<file path="src/rtl/frame_mem_arb_if.sv">
// Frame memory arbiter bus bundle: VGA read port, camera write port,
// memory command/return signals and statistics outputs.
// The slave modport is the arbiter's view; the master modport is the
// view of whatever surrounds it (capture path, scan-out path, memory).
interface frame_mem_arb_if #(
    parameter int ADDR_W = 17,
    parameter int DATA_W = 9
);
    logic              vga_req;
    logic [ADDR_W-1:0] vga_addr;
    logic [DATA_W-1:0] vga_q;
    logic              vga_valid;

    logic              cam_wr;
    logic [ADDR_W-1:0] cam_addr;
    logic [DATA_W-1:0] cam_data;
    logic              cam_flush;
    logic              cam_full;
    logic              overflow;

    logic              mem_en;
    logic              mem_we;
    logic [ADDR_W-1:0] mem_addr;
    logic [DATA_W-1:0] mem_wdata;
    logic [DATA_W-1:0] mem_rdata;

    logic [15:0]       stall_cnt;
    logic [15:0]       drop_cnt;

    modport slave (
        input  vga_req, vga_addr, cam_wr, cam_addr, cam_data, cam_flush, mem_rdata,
        output vga_q, vga_valid, cam_full, overflow,
        output mem_en, mem_we, mem_addr, mem_wdata, stall_cnt, drop_cnt
    );

    modport master (
        output vga_req, vga_addr, cam_wr, cam_addr, cam_data, cam_flush, mem_rdata,
        input  vga_q, vga_valid, cam_full, overflow,
        input  mem_en, mem_we, mem_addr, mem_wdata, stall_cnt, drop_cnt
    );
endinterface

</file>
<file path="src/rtl/frame_mem_arb.sv">
// Single-port frame memory arbiter. VGA reads always win; camera writes
// are queued in a small FIFO and drained on cycles without a read.
// Optional statistics counters are built only when FRAME_ARB_STATS_EN
// is defined; otherwise stall_cnt/drop_cnt are tied to zero.
module frame_mem_arb #(
    parameter int ADDR_W     = 17,
    parameter int DATA_W     = 9,
    parameter int FIFO_DEPTH = 4
) (
    input logic             clk,
    input logic             rst,
    frame_mem_arb_if.slave  arb_bus
);

    localparam int PTR_W = (FIFO_DEPTH > 1) ? $clog2(FIFO_DEPTH) : 1;
    localparam int CNT_W = PTR_W + 1;
    localparam logic [CNT_W-1:0] FULL_CNT = CNT_W'(FIFO_DEPTH);

    typedef enum logic [1:0] {
        CMD_IDLE,
        CMD_RD,
        CMD_WR
    } cmd_state_t;

    cmd_state_t        r_state;
    logic [ADDR_W-1:0] r_memAddr;
    logic [DATA_W-1:0] r_memWdata;

    logic [ADDR_W-1:0] r_fifoAddr [FIFO_DEPTH];
    logic [DATA_W-1:0] r_fifoData [FIFO_DEPTH];
    logic [PTR_W-1:0]  r_wrPtr;
    logic [PTR_W-1:0]  r_rdPtr;
    logic [CNT_W-1:0]  r_count;
    logic              r_full;
    logic              r_overflow;

    logic              r_rdPend;
    logic              r_vgaValid;
    logic [DATA_W-1:0] r_vgaQ;

    logic              w_empty;
    logic              w_pop;
    logic              w_push;
    logic              w_drop;
    logic [PTR_W-1:0]  w_wrIdx;
    logic [CNT_W-1:0]  w_countNext;

    // A pop only happens when the head is actually issued as a WR; a flush
    // suppresses the issue so nothing from the discarded contents escapes.
    // During a flush the concurrent write is always kept as the new sole entry.
    assign w_empty     = (r_count == '0);
    assign w_pop       = !arb_bus.vga_req && !w_empty && !arb_bus.cam_flush;
    assign w_push      = arb_bus.cam_wr && (arb_bus.cam_flush || !r_full);
    assign w_drop      = arb_bus.cam_wr && r_full && !arb_bus.cam_flush;
    assign w_wrIdx     = arb_bus.cam_flush ? '0 : r_wrPtr;
    assign w_countNext = r_count + {{(CNT_W-1){1'b0}}, w_push}
                                 - {{(CNT_W-1){1'b0}}, w_pop};

    // Command register: pick RD, WR or IDLE every edge, reads first.
    always_ff @(posedge clk or posedge rst) begin
        if (rst) begin
            r_state    <= CMD_IDLE;
            r_memAddr  <= '0;
            r_memWdata <= '0;
        end else if (arb_bus.vga_req) begin
            r_state    <= CMD_RD;
            r_memAddr  <= arb_bus.vga_addr;
            r_memWdata <= '0;
        end else if (w_pop) begin
            r_state    <= CMD_WR;
            r_memAddr  <= r_fifoAddr[r_rdPtr];
            r_memWdata <= r_fifoData[r_rdPtr];
        end else begin
            r_state    <= CMD_IDLE;
            r_memAddr  <= '0;
            r_memWdata <= '0;
        end
    end

    assign arb_bus.mem_en    = (r_state != CMD_IDLE);
    assign arb_bus.mem_we    = (r_state == CMD_WR);
    assign arb_bus.mem_addr  = r_memAddr;
    assign arb_bus.mem_wdata = r_memWdata;

    // Write FIFO storage; contents need no reset since the count guards them.
    always_ff @(posedge clk) begin
        if (w_push) begin
            r_fifoAddr[w_wrIdx] <= arb_bus.cam_addr;
            r_fifoData[w_wrIdx] <= arb_bus.cam_data;
        end
    end

    // FIFO pointers, occupancy, registered full flag and sticky overflow.
    always_ff @(posedge clk or posedge rst) begin
        if (rst) begin
            r_wrPtr    <= '0;
            r_rdPtr    <= '0;
            r_count    <= '0;
            r_full     <= 1'b0;
            r_overflow <= 1'b0;
        end else begin
            if (arb_bus.cam_flush) begin
                r_rdPtr <= '0;
                r_wrPtr <= arb_bus.cam_wr ? PTR_W'(1) : '0;
                r_count <= arb_bus.cam_wr ? CNT_W'(1) : '0;
                r_full  <= arb_bus.cam_wr && (FULL_CNT == CNT_W'(1));
            end else begin
                if (w_push) begin
                    r_wrPtr <= r_wrPtr + PTR_W'(1);
                end
                if (w_pop) begin
                    r_rdPtr <= r_rdPtr + PTR_W'(1);
                end
                r_count <= w_countNext;
                r_full  <= (w_countNext == FULL_CNT);
            end
            if (w_drop) begin
                r_overflow <= 1'b1;
            end
        end
    end

    assign arb_bus.cam_full = r_full;
    assign arb_bus.overflow = r_overflow;

    // Read return pipeline: flag follows RD so the memory's one-cycle data is captured.
    always_ff @(posedge clk or posedge rst) begin
        if (rst) begin
            r_rdPend   <= 1'b0;
            r_vgaValid <= 1'b0;
            r_vgaQ     <= '0;
        end else begin
            r_rdPend   <= (r_state == CMD_RD);
            r_vgaValid <= r_rdPend;
            if (r_rdPend) begin
                r_vgaQ <= arb_bus.mem_rdata;
            end
        end
    end

    assign arb_bus.vga_q     = r_vgaQ;
    assign arb_bus.vga_valid = r_vgaValid;

`ifdef FRAME_ARB_STATS_EN
    logic [15:0] r_stallCnt;
    logic [15:0] r_dropCnt;

    // Saturating statistics: write-blocked-by-read cycles and dropped writes.
    always_ff @(posedge clk or posedge rst) begin
        if (rst) begin
            r_stallCnt <= '0;
            r_dropCnt  <= '0;
        end else if (arb_bus.cam_flush) begin
            r_stallCnt <= '0;
            r_dropCnt  <= '0;
        end else begin
            if (!w_empty && arb_bus.vga_req && (r_stallCnt != 16'hFFFF)) begin
                r_stallCnt <= r_stallCnt + 16'd1;
            end
            if (w_drop && (r_dropCnt != 16'hFFFF)) begin
                r_dropCnt <= r_dropCnt + 16'd1;
            end
        end
    end

    assign arb_bus.stall_cnt = r_stallCnt;
    assign arb_bus.drop_cnt  = r_dropCnt;
`else
    assign arb_bus.stall_cnt = 16'd0;
    assign arb_bus.drop_cnt  = 16'd0;
`endif

endmodule

</file>
<file path="src/flat_wrapper.sv">
// flat-port wrapper written by rule: the top's interface ports become plain ports
module frame_mem_arb_flat 
#(
    parameter int ADDR_W     = 17,
    parameter int DATA_W     = 9,
    parameter int FIFO_DEPTH = 4
)
  (clk, rst, arb_bus_vga_req, arb_bus_vga_addr, arb_bus_cam_wr, arb_bus_cam_addr, arb_bus_cam_data, arb_bus_cam_flush, arb_bus_mem_rdata, arb_bus_vga_q, arb_bus_vga_valid, arb_bus_cam_full, arb_bus_overflow, arb_bus_mem_en, arb_bus_mem_we, arb_bus_mem_addr, arb_bus_mem_wdata, arb_bus_stall_cnt, arb_bus_drop_cnt);
  frame_mem_arb_if #(.ADDR_W(ADDR_W), .DATA_W(DATA_W)) arb_bus_i ();
  input logic clk;
  input logic rst;
  input wire logic [$bits(arb_bus_i.vga_req)-1:0] arb_bus_vga_req;
  input wire logic [$bits(arb_bus_i.vga_addr)-1:0] arb_bus_vga_addr;
  input wire logic [$bits(arb_bus_i.cam_wr)-1:0] arb_bus_cam_wr;
  input wire logic [$bits(arb_bus_i.cam_addr)-1:0] arb_bus_cam_addr;
  input wire logic [$bits(arb_bus_i.cam_data)-1:0] arb_bus_cam_data;
  input wire logic [$bits(arb_bus_i.cam_flush)-1:0] arb_bus_cam_flush;
  input wire logic [$bits(arb_bus_i.mem_rdata)-1:0] arb_bus_mem_rdata;
  output wire logic [$bits(arb_bus_i.vga_q)-1:0] arb_bus_vga_q;
  output wire logic [$bits(arb_bus_i.vga_valid)-1:0] arb_bus_vga_valid;
  output wire logic [$bits(arb_bus_i.cam_full)-1:0] arb_bus_cam_full;
  output wire logic [$bits(arb_bus_i.overflow)-1:0] arb_bus_overflow;
  output wire logic [$bits(arb_bus_i.mem_en)-1:0] arb_bus_mem_en;
  output wire logic [$bits(arb_bus_i.mem_we)-1:0] arb_bus_mem_we;
  output wire logic [$bits(arb_bus_i.mem_addr)-1:0] arb_bus_mem_addr;
  output wire logic [$bits(arb_bus_i.mem_wdata)-1:0] arb_bus_mem_wdata;
  output wire logic [$bits(arb_bus_i.stall_cnt)-1:0] arb_bus_stall_cnt;
  output wire logic [$bits(arb_bus_i.drop_cnt)-1:0] arb_bus_drop_cnt;
  assign arb_bus_i.vga_req = arb_bus_vga_req;
  assign arb_bus_i.vga_addr = arb_bus_vga_addr;
  assign arb_bus_i.cam_wr = arb_bus_cam_wr;
  assign arb_bus_i.cam_addr = arb_bus_cam_addr;
  assign arb_bus_i.cam_data = arb_bus_cam_data;
  assign arb_bus_i.cam_flush = arb_bus_cam_flush;
  assign arb_bus_i.mem_rdata = arb_bus_mem_rdata;
  assign arb_bus_vga_q = arb_bus_i.vga_q;
  assign arb_bus_vga_valid = arb_bus_i.vga_valid;
  assign arb_bus_cam_full = arb_bus_i.cam_full;
  assign arb_bus_overflow = arb_bus_i.overflow;
  assign arb_bus_mem_en = arb_bus_i.mem_en;
  assign arb_bus_mem_we = arb_bus_i.mem_we;
  assign arb_bus_mem_addr = arb_bus_i.mem_addr;
  assign arb_bus_mem_wdata = arb_bus_i.mem_wdata;
  assign arb_bus_stall_cnt = arb_bus_i.stall_cnt;
  assign arb_bus_drop_cnt = arb_bus_i.drop_cnt;
  frame_mem_arb #(.ADDR_W(ADDR_W), .DATA_W(DATA_W), .FIFO_DEPTH(FIFO_DEPTH)) u_core (.clk(clk), .rst(rst), .arb_bus(arb_bus_i));
endmodule
</file>
<file path="config.mk">
export PLATFORM = sky130hd
export DESIGN_NAME = frame_mem_arb_flat
export DESIGN_NICKNAME = d
export VERILOG_FILES = /design/src/rtl/frame_mem_arb_if.sv /design/src/rtl/frame_mem_arb.sv /design/src/flat_wrapper.sv
export SDC_FILE = /design/constraint.sdc
export NUM_CORES = 1
export LEC_CHECK = 0
export BUFFER_PORTS_ARGS = -buffer_cell sky130_fd_sc_hd__buf_2
export CAP_MARGIN = 20
export CORE_ASPECT_RATIO = 0.7
export CORE_MARGIN = 5
export CORE_UTILIZATION = 48
export DETAILED_ROUTE_END_ITERATION = 7
export PLACE_DENSITY = 0.85
export RECOVER_POWER = 100
export SETUP_SLACK_MARGIN = 0.05
export SLEW_MARGIN = 25
export SYNTH_ARGS = -nofsm -noshare
export SYNTH_HDL_FRONTEND = slang
export SYNTH_SLANG_ARGS = --single-unit
</file>
<file path="constraint.sdc">
create_clock -name clk -period 3.38 [get_ports clk]
set_input_delay 0.676 -clock clk [delete_from_list [all_inputs] [get_ports clk]]
set_output_delay 0.676 -clock clk [all_outputs]
set_load 0.05 [all_outputs]
</file>
==> metrics.csv <==
stage,metric,value,unit
synthesis,synth_seq_cells,152,
routing,drc,0,
routing,num_vias,2946,
routing,initialDrtViolationCount,166,
routing,dr.pass1.iters,5,
sta,setup_viol,0,
synthesis,ys_types,38,
routing,drt-vias-per-instance,5.09,
clock_network,clock_path_buffers,2,
place,placed_cells,547,
routing,final_antenna_net_count,0,
synthesis,synth_fa_ha_area_share,0.772,%
synthesis,synth_top_family_by_area,multiplexers,
synthesis,yosys_warnings,0,
clock_network,cts_root_buffer,clkbuf_16,
sta,fin_crit_sh,83.1,%
synthesis,synth_edf_count,104,
power,seq_power_share,44.8,%
sta,slew_viol_final,54,
worst_setup_path,critical_path.startpoint,arb_bus_vga_req,
global_route,grt_pass1_vias,3144,
power,total_power,5.31,mW
synthesis,ys.flop_type,edfxtp_1,
place,pre_cts_ws,0.604,ns
worst_hold_path,hold_path.class,reg -> reg,
floorplanning,die_width,142,µm
worst_setup_path,critPathRequiredTime,3.69,ns
clock_network,cts_buffers,17,
final_layout,drive_above_1_share,23.5,%
worst_setup_path,cp_data_arrival_time,3.12,ns
power,p_comb_share,18.9,%
global_route,grt_max_degree,30,
final_layout,post-route-util,58.4,%
sta,worst_slack,0.570,ns
worst_setup_path,ff2ff_path_depth,10,
floorplanning,die_area,14500,µm²
run,drv_cap,2,
synthesis,synth.most_common_cell,edfxtp_1,
sta,hold_viol_final,0,
power,p_switching,1.53,mW
place,dpl_cell_area,6380,µm²
synthesis,yosys.area_share.simple,3.13,%
status,status,"finished, violations left",
sta,fmax,356,MHz
floorplanning,io_pins,129,
sta,slew_headroom,-18.0,%
synthesis,synth.area.top_cells,"edfxtp_1, dfrtp_1, mux4_2",
worst_setup_path,cp-end-kind,register,
floorplanning,start_util,49.4,%
clock_network,clkSlewWorstSetupHoldPaths,0.06,ns
worst_hold_path,hold_start,u_core.r_state[1],
clock_network,h-tree-depth,4,
final_layout,nets,469,
place,portBuffers,96,
synthesis,yosys.area_share.xor_xnor,0.450,%
clock_network,clock_latency,0.41,ns
final_layout,stdcell_area,6890,µm²
global_route,grt_pass1_wl,16.9,mm
floorplanning,placementRows,33,
clock_network,cts_tree,done,
synthesis,synth_compound_area_share,3.58,%
worst_hold_path,holdPathStages,1,
sta,min_period,2.81,ns
synthesis,ys_seq_area_share,74.1,%
synthesis,yosys.area.top_type,edfxtp_1,
synthesis,syn_area_per_cell,19.5,µm²
worst_setup_path,crit_type,in -> reg,
clock_network,post_cts.repair.setup_buffers,0,
final_layout,fin_cells,579,
power,switching_share,28.7,%
power,intPower,3.78,mW
floorplanning,dieHeight,102,µm
power,ir_worst_vdd,503,µV
worst_setup_path,cp_max_fo,23,
floorplanning,core,11800,µm²
routing,routed_wl,11.0,mm
status,violations,"max-capacitance violations, max-slew violations",
routing,wl_per_cell,18.9,µm
synthesis,netlist_area,5840,µm²
power,pwr_density_cell,770,nW/µm²
synthesis,muxShareOfSynthArea,12.0,%
global_route,antenna_found_initial,0,
worst_setup_path,r2r-start,u_core.r_count[1],
sta,skew,0.00866,ns
final_layout,diodes,0,
place,place_congestion,0.765,
power,p_clk_share,36.3,%
worst_setup_path,startpoint_type,primary input,
sta,rsz0062_at_grt,no,
place,hpwl,6.98,mm
final_layout,area_growth,18.0,%
sta,timing.hold.ws,0.437,ns
global_route,grt_usage,15.9,%
synthesis,synth_cells,300,
clock_network,hold_buffers,0,
clock_network,cts.sinks,152,
synthesis,ys_async_sr_fraction,31.6,%
sta,max_slew.worst_pin.slew,1.77,ns
clock_network,cts.repair.resized,0,
synthesis,synth_largest_type_area_fraction,53.5,%
sta,setup_tns,0,ns
power,leakage,2.55,nW
synthesis,synth_common_cells,"edfxtp_1, dfrtp_1, buf_4",
global_route,grt_overflow_total,0,
-- placed cells by master, fill, tap and decap left out, types with 2 or more instances in the layout --
cell type	synthesis	layout
nor2b_1	3	3
clkinvlp_4	0	3
mux2_2	10	10
a21oi_1	2	2
clkinv_1	0	3
edfxtp_1	104	104
buf_2	5	28
dfrtp_1	48	47
clkbuf_2	0	2
mux4_2	25	25
ha_1	2	2
o21ai_0	2	2
and2_0	0	5
inv_1	7	7
conb_1	1	32
and2_1	9	4
nor2_1	4	4
xnor2_1	2	2
a22o_1	17	17
clkinv_4	0	3
bufinv_16	0	4
clkbuf_16	0	17
or3_1	2	2
clkbuf_1	3	74
-- flip-flops by register name, summed over array words and instances (netlist names), 3 cells and up --
register	count
u_core.arb_bus.mem_wdata	9
u_core.arb_bus.vga_q	9
u_core.r_count	3
u_core.arb_bus.mem_addr	17
u_core.r_fifoData	36
u_core.r_fifoAddr	68
-- layer usage --
layer / up-vias / GRT usage (%) / part of all wire, %
li1: 1318 / - / -
met1: 1481 / 20.2 / 42
met2: 138 / 25.6 / 48
met3: 9 / 5.52 / 9.4
met4: 0 / 6.12 / 0.72
met5: - / 0 / 0
-- path summary, 6_finish.rpt --
| path | endpoint | slack [ns] |
|---|---|---|
| worst max register to register | u_core.arb_bus.cam_full | 0.85 |
| worst min-delay path | u_core.r_rdPend | 0.44 |
| max in group asynchronous | u_core.arb_bus.mem_addr[7] | 1.32 |
| worst min register to register | u_core.r_rdPend | 0.44 |
| min in group asynchronous | u_core.arb_bus.cam_full | 0.58 |
| worst max-delay path | u_core.arb_bus.cam_full | 0.57 |
-- power by group through the flow --
stage	sequential (mW)	combinational (mW)	clock (mW)
2_1_floorplan	2.61	0.606	0
3_3_place_gp	2.40	1.02	0
3_5_place_dp	2.41	1.04	0
4_1_cts	2.38	1.05	1.96
5_1_grt	2.41	1.07	2.06
6_report	2.38	1.00	1.93
-- critical path, cell delays in order --
cell and delay [ns]:
clkbuf_1 0.84, nor3_4 0.09, ha_1 0.33, inv_1 0.06, ha_1 0.13, inv_1 0.05
fa_1 0.37, xor2_1 0.17, xnor2_1 0.16, nor4b_1 0.24
-- kinds of logic (layout without fill, tap and decap cells) --
family                   after synthesis  in the layout
multiplexers                          36             36
flip-flops                           152            152
AO/OA/AOI/OAI                         26             26
XOR/XNOR                               3              3
adder cells (fa/ha/maj)                3              3
AND/OR/NAND/NOR                       28             28
other                                  1             32
buffers and inverters                 51            142
-- cell type report --
cell class	instances	area (µm²)
fill	925	4920
sequential	152	4330
timing repair buffer	103	428
clock buffer	19	433
tap	157	196
clock inverter	13	180
multi-input combinational	128	1300
inverter	7	26.3
(Power assumes the default switching activity.)
